$ cat config.mk
export PLATFORM = sky130hd
export DESIGN_NAME = words_block_packer
export DESIGN_NICKNAME = d
export VERILOG_FILES = /design/src/rtl/words_pkg.sv /design/src/rtl/words_block_packer_vr_reg_slice.sv /design/src/rtl/words_block_packer.sv
export SDC_FILE = /design/constraint.sdc
export NUM_CORES = 1
export LEC_CHECK = 0
export BUFFER_PORTS_ARGS = -buffer_cell sky130_fd_sc_hd__buf_2
export CAP_MARGIN = 0
export CORE_MARGIN = 2
export CORE_UTILIZATION = 56
export CTS_BUF_LIST = sky130_fd_sc_hd__clkbuf_8
export CTS_CLUSTER_DIAMETER = 50
export CTS_CLUSTER_SIZE = 24
export DETAILED_ROUTE_END_ITERATION = 7
export HOLD_SLACK_MARGIN = 0.02
export MAX_ROUTING_LAYER = met4
export PLACE_DENSITY_LB_ADDON = 0.08
export SETUP_SLACK_MARGIN = 0.3
export SYNTH_ARGS = -nofsm -noshare
export SYNTH_HDL_FRONTEND = slang
export SYNTH_SLANG_ARGS = --single-unit
$ cat constraint.sdc
create_clock -name clk -period 2.41 [get_ports clk]
set_input_delay 0.3615 -clock clk [delete_from_list [all_inputs] [get_ports clk]]
set_output_delay 0.3615 -clock clk [all_outputs]
set_load 0.05 [all_outputs]
$ cat src/rtl/words_pkg.sv
// Shared defaults and slot placement for the word-to-block packer.
package words_pkg;

    localparam int WORD_W_DEF          = 32;
    localparam int WORDS_PER_BLOCK_DEF = 4;

    // Bit offset of the low end of a word slot inside a block.
    // Slot 0 is the first word of the block. With msb_first set it sits at the top.
    function automatic int unsigned slot_lo(input int unsigned slot,
                                            input int unsigned words,
                                            input int unsigned word_w,
                                            input int unsigned msb_first);
        if (msb_first != 0) begin
            return (words - 1 - slot) * word_w;
        end
        return slot * word_w;
    endfunction

endpackage

$ cat src/rtl/words_block_packer_vr_reg_slice.sv
// One-entry valid/ready holding register. Accepts new data while draining,
// so a full slice still sustains one transfer per cycle.
module vr_reg_slice #(
    parameter int DW = 8
) (
    input  logic          clk,
    input  logic          rst,
    input  logic          in_valid,
    output logic          in_ready,
    input  logic [DW-1:0] in_data,
    output logic          out_valid,
    input  logic          out_ready,
    output logic [DW-1:0] out_data
);

    logic          valid_q, valid_d;
    logic [DW-1:0] data_q,  data_d;

    assign in_ready  = !valid_q || out_ready;
    assign out_valid = valid_q;
    assign out_data  = data_q;

    // Load on input handshake, otherwise drop valid once the consumer takes it.
    always_comb begin
        valid_d = valid_q;
        data_d  = data_q;
        if (in_valid && in_ready) begin
            valid_d = 1'b1;
            data_d  = in_data;
        end else if (valid_q && out_ready) begin
            valid_d = 1'b0;
        end
    end

    // Holding register; data stays put while valid and not taken.
    always_ff @(posedge clk) begin
        if (rst) begin
            valid_q <= 1'b0;
            data_q  <= '0;
        end else begin
            valid_q <= valid_d;
            data_q  <= data_d;
        end
    end

endmodule

$ cat src/rtl/words_block_packer.sv
// Packs WORDS_PER_BLOCK words into one block, closing early on word_last.
// A partial block is zero padded. Output goes through a one-block slice.
module words_block_packer
    import words_pkg::*;
#(
    parameter int WORD_W          = WORD_W_DEF,
    parameter int WORDS_PER_BLOCK = WORDS_PER_BLOCK_DEF,
    parameter int MSB_FIRST       = 1
) (
    input  logic                                   clk,
    input  logic                                   rst,
    input  logic                                   word_valid,
    output logic                                   word_ready,
    input  logic [WORD_W-1:0]                      word,
    input  logic                                   word_last,
    output logic                                   block_valid,
    input  logic                                   block_ready,
    output logic [WORD_W*WORDS_PER_BLOCK-1:0]      block,
    output logic [$clog2(WORDS_PER_BLOCK+1)-1:0]   block_words,
    output logic                                   block_last
);

    localparam int BLK_W = WORD_W * WORDS_PER_BLOCK;
    localparam int CNT_W = $clog2(WORDS_PER_BLOCK + 1);
    localparam int DW    = 1 + CNT_W + BLK_W;
    localparam logic [CNT_W-1:0] LAST_SLOT = CNT_W'(WORDS_PER_BLOCK - 1);

    logic [CNT_W-1:0] count_q, count_d;
    logic [BLK_W-1:0] acc_q,   acc_d;
    logic [BLK_W-1:0] acc_merged;
    logic             closing;
    logic             accept;
    logic             slice_in_ready;
    logic [DW-1:0]    slice_in_data;
    logic [DW-1:0]    slice_out_data;

    // A closing word needs room in the slice; other words only touch the accumulator.
    assign closing    = (count_q == LAST_SLOT) || word_last;
    assign word_ready = !rst && !(closing && !slice_in_ready);
    assign accept     = word_valid && word_ready;

    // Unwritten slots are always zero, so OR-ing the shifted word places it.
    assign acc_merged = acc_q |
        ({{(BLK_W-WORD_W){1'b0}}, word} <<
         slot_lo(32'(count_q), WORDS_PER_BLOCK, WORD_W, MSB_FIRST));

    assign slice_in_data = {word_last, count_q + CNT_W'(1), acc_merged};

    // Accumulator next state: advance on a plain word, clear on close.
    always_comb begin
        count_d = count_q;
        acc_d   = acc_q;
        if (accept) begin
            if (closing) begin
                count_d = '0;
                acc_d   = '0;
            end else begin
                count_d = count_q + CNT_W'(1);
                acc_d   = acc_merged;
            end
        end
    end

    // Accumulator state; reset discards any partial block.
    always_ff @(posedge clk) begin
        if (rst) begin
            count_q <= '0;
            acc_q   <= '0;
        end else begin
            count_q <= count_d;
            acc_q   <= acc_d;
        end
    end

    vr_reg_slice #(.DW(DW)) u_out (
        .clk       (clk),
        .rst       (rst),
        .in_valid  (accept && closing),
        .in_ready  (slice_in_ready),
        .in_data   (slice_in_data),
        .out_valid (block_valid),
        .out_ready (block_ready),
        .out_data  (slice_out_data)
    );

    assign {block_last, block_words, block} = slice_out_data;

endmodule

* Word level (Yosys, flattened, before mapping)
Cells that the tools add are included.
** Storage, ports and cells
- Output and inout port bits :: 134
- Register bits after elaboration :: 264
** Operators by class
- Reductions and logical operators :: 13
- Shift-type cells :: 1
- Bitwise gates (word level) :: 1
- Add/sub/neg operators :: 2
- Muxes and demuxes :: 4
- Equality and inequality tests :: 1
** Operator list (count)
- $mux W128 :: 1
- $or A128 B128 Y128 :: 1
- $shl A32 B32 Y128 :: 1
- $logic_and A1 B1 Y1 :: 6
- $logic_not A1 Y1 :: 4
- $sub A2 B3 Y4 const A :: 1
- $add A3 B1 Y3 const B :: 1
- $eq A3 B2 Y1 const B :: 1
- $mux W3 :: 1
- $logic_or A1 B1 Y1 :: 2
- $mux W1 :: 2
- $reduce_bool A2 Y1 :: 1

* Depth between registers and ports, before layout
- Depth after elaboration :: 10
- Mapped depth :: 11
- Gate-level depth less buffers :: 6

* Hierarchy
Synthesis repeated with hierarchy kept, for this count alone.
** Second synthesis, totals
- Cell total of the unflattened synthesis :: 1411
- Area, all modules :: 12386.9 um2
** By module, submodules not included
- words_block_packer :: cells an instance 805, instances 1, area each 6268.5 um2
- vr_reg_slice :: cells an instance 606, instances 1, area each 6118.4 um2

* Worst setup path after synthesis
OpenSTA, ideal clock, no wires.
- Kind :: register to output
- Start :: reg count_q[2]
- End :: out word_ready
- Path slack :: 0.006 ns
- Arrival :: 2.043 ns
- Data required time :: 2.049 ns
- Buffers on the path :: 2
- Cell stages (with the launch flop) :: 7
- Cells stage by stage :: dfxtp_1 clkbuf_1 inv_1 ha_1 or2_1 buf_6 a21oi_1
** On the way
- Cells in the longest elaborated chain, start to end :: 5
** RTL lines
- from (decl) :: RTL line words_block_packer.sv:28 : logic [CNT_W-1:0] count_q, count_d;
- from (signal assigned) :: RTL line words_block_packer.sv:70 : count_q <= count_d;
- $eq A3 B2 Y1 :: RTL line words_block_packer.sv:38 : assign closing = (count_q == LAST_SLOT) || word_last;
- $logic_or A1 B1 Y1 :: RTL line words_block_packer.sv:38
- $logic_and A1 B1 Y1 :: RTL line words_block_packer.sv:39 : assign word_ready = !rst && !(closing && !slice_in_ready);
- $logic_not A1 Y1 :: RTL line words_block_packer.sv:39
- $logic_and A1 B1 Y1 :: RTL line words_block_packer.sv:39
- to (decl) :: RTL line words_block_packer.sv:13 : output logic word_ready,
Every way passes these cells.

* Worst setup path in the final report
- Start :: reg count_q[1]
- End :: out word_ready
Same word-level chain as after synthesis.

==> flow_summary.ini <==
[worst_hold_path]
hold_class = in -> reg

[route]
via_per_inst = 5.64
post_drt_wl_per_cell_um = 17.5
routed_wl_um = 25400
drt_iter0_drc = 450
ant_nets = 0
vias = 8196
drc = 0
drtPass1Iterations = 4

[synth]
post_synth_num_cell_types = 30
synth_area_sq_um = 9870
synth_edf_count = 0
yosys_most_used_dff = dfxtp_1
synth.yosys.warnings = 0
synthMostInstantiatedCell = dfxtp_1
synthArstFlopShare_pct = 0
syn_inst = 1097
netlist_top_cells_area = dfxtp_1, a211oi_1, nor2_1
seq_area_frac_synth_pct = 53.6
syn_nets = 1136
avgSynthCellArea_sq_um = 8.99
synth_common_cells = dfxtp_1, nor2_1, a211oi_1, nor3_1, a21oi_1
synth_top_area_cell = dfxtp_1
synth_seq_cells = 264
synth_top_area_share_pct = 53.6

[grt]
top_usage_layer = met2
grt-ovfl-total = 0
grt_first_pass_wirelength_um = 39400
grt_pass1_vias = 7399
grt_max_degree = 56
grt_use_met2_pct = 42.0
antenna_found_initial = 0
grt_use_total_pct = 27.2
grt_use_met3_pct = 3.11
grt_util_met1_pct = 37.9

[final_layout]
synthToLayoutAreaGrowth_pct = 15.9
diodes = 0
drive_gt1_share_pct = 27.0
seq_area_sq_um = 5290
multi_input_area_sq_um = 4040
final_net_count = 1251
n_fill_cell = 1443

[worst_setup_path]
critPathCaptureType = output port
ff2ff_setup_slack_ps = 360
r2r-start = count_q[1]$_SDFFE_PP0N_
worstReg2RegEnd = acc_q[32]$_SDFFE_PP0N_
worstPathRequired_ps = 2050
critical_path_class = reg -> out
worstSetupStartpointType = flip-flop
path_max_fanout = 2
critPathArrivalTime_ps = 1870
ff2ff_path_depth = 8
startpoint = count_q[1]$_SDFFE_PP0N_
crit_path_end = word_ready

[run]
maxCapViolCount = 0

[timing]
finalSetupViolCount = 0
maxSlewViolCount = 0
max_freq_mhz = 448
period_share_pct = 92.6
finClkSkew_ps = 32.3
hold_viol_final = 0
min_period_ps = 2230
worst_slew_pin_slew_ps = 981
holdWs_ps = 96.0
rsz0062_at_grt = true
fin_ws_ps = 179
relSlewSlack_pct = 34.5
tns_ps = 0

[clocking]
cts-root-buf = clkbuf_8
htreeDepth = 1
cts.sinks = 264
clk_pin_slew_ps = 100
cts_tree = yes
cts_buffers = 22
insertion_delay_ps = 570
clockBufferDepth = 3

[placement]
place.detailed.hpwl_um = 15400
port_buffers = 170
pre_cts_ws_ps = 59.6
gp_congestion = 0.777

[floorplanning]
die_area_sq_um = 18700
start_util_pct = 57.2
core_sq_um = 17200
dieWidth_um = 137
ioPinCount = 171
die_h_um = 137
row_count = 48

[power_and_ir_drop]
leakage_nw = 4.35
fin_total_pwr_w = 0.00872
vdd_drop_max_uv = 492
power.density_nw_per_um2 = 762

[outcome]
status = finished, final reports clean
stage by stage:
| step | utilization, % | cell area, sq um | cells |
|---|---|---|---|
| global placement | 62.4 | 10800 | 1403 |
| detailed placement | 62.4 | 10800 | 1403 |
| global route | 66.3 | 11400 | 1453 |
| floorplan | - | 9880 | 1097 |
| finish | 66.3 | 11400 | 1453 |
| CTS | 66.0 | 11400 | 1450 |
layout by cell type, fill, tap and decap left out, types with 4 or more instances in the layout:
cell type,synthesis,routed
a21oi_1,71,70
a31oi_1,32,32
buf_2,43,168
nand2_1,4,4
nor2_1,235,232
buf_4,11,29
clkbuf_8,0,23
buf_6,13,5
nor2_2,30,29
nor2_4,0,4
clkinv_8,0,4
a21oi_2,30,29
buf_12,0,7
a211oi_1,130,130
inv_12,0,4
dfxtp_1,264,262
nor2b_1,32,32
nor3_1,128,128
report_power, final:
| part | total (W) | switching [W] | internal, W |
|---|---|---|---|
| Sequential | 0.00458 | 0.0000792 | 0.00450 |
| Clock | 0.00289 | 0.00181 | 0.00108 |
| Combinational | 0.00124 | 0.000919 | 0.000324 |
cells by family after synthesis:
logic type               count (synthesis)  share of synthesized area (%)
AND/OR/NAND/NOR                        436                           20.1
AO/OA/AOI/OAI                          267                           19.1
flip-flops                             264                           53.6
buffers and inverters                  125                           6.72
multiplexers                             2                          0.203
adder cells (fa/ha/maj)                  2                          0.254
XOR/XNOR                                 1                         0.0888
sequential cells by signal, indices dropped and copies added, names as in the netlist:
name	count
count_q	3
acc_q	128
u_out.out_data	132
u_out.out_valid	1
how the worst min path moves through the flow:
stage | from | endpoint | depth (start not counted)
floorplan | acc_q[100]$_SDFFE_PP0N_ | acc_q[100]$_SDFFE_PP0N_ | 2
finish | word_last | u_out.out_data[131]$_SDFFE_PP0P_ | 3
CTS | word_last | u_out.out_data[131]$_SDFFE_PP0P_ | 3
global route | word_last | u_out.out_data[131]$_SDFFE_PP0P_ | 3
global placement | u_out.out_data[131]$_SDFFE_PP0P_ | u_out.out_data[131]$_SDFFE_PP0P_ | 2
detailed placement | u_out.out_data[131]$_SDFFE_PP0P_ | u_out.out_data[131]$_SDFFE_PP0P_ | 2
timing repair:
| action | in CTS | in global routing |
|---|---|---|
| endpoints found under the setup margin | 240 | 119 |
| setup buffers | 4 | 2 |
| pin swaps | 4 | 3 |
| hold endpoints to repair | 2 | 0 |
| cloned | 2 | 1 |
| hold buffers | 1 | 0 |
| resized for setup | 10 | 8 |
worst max-delay path, cell delays in order, from the launching register on:
cell     delay [ps]
dfxtp_2         350
ha_4            160
ha_4            140
or2_4           230
buf_6           120
a21oi_4         140
buf_6           180
metal layers:
metal,vias up,share of wire [%]
li1,4054,-
met1,3881,46
met2,221,47
met3,40,5.1
met4,0,1.8
met5,-,0
layout make-up:
class	instances	share of cell area, %
well taps	225	2.46
multi-input cells	710	35.3
flip-flops and latches	264	46.2
repair buffers	211	11.2
clock inverters	17	1.95
clock buffers	23	2.77
inverters	3	0.0985
Note: power is estimated with default switching activity, not from simulation.
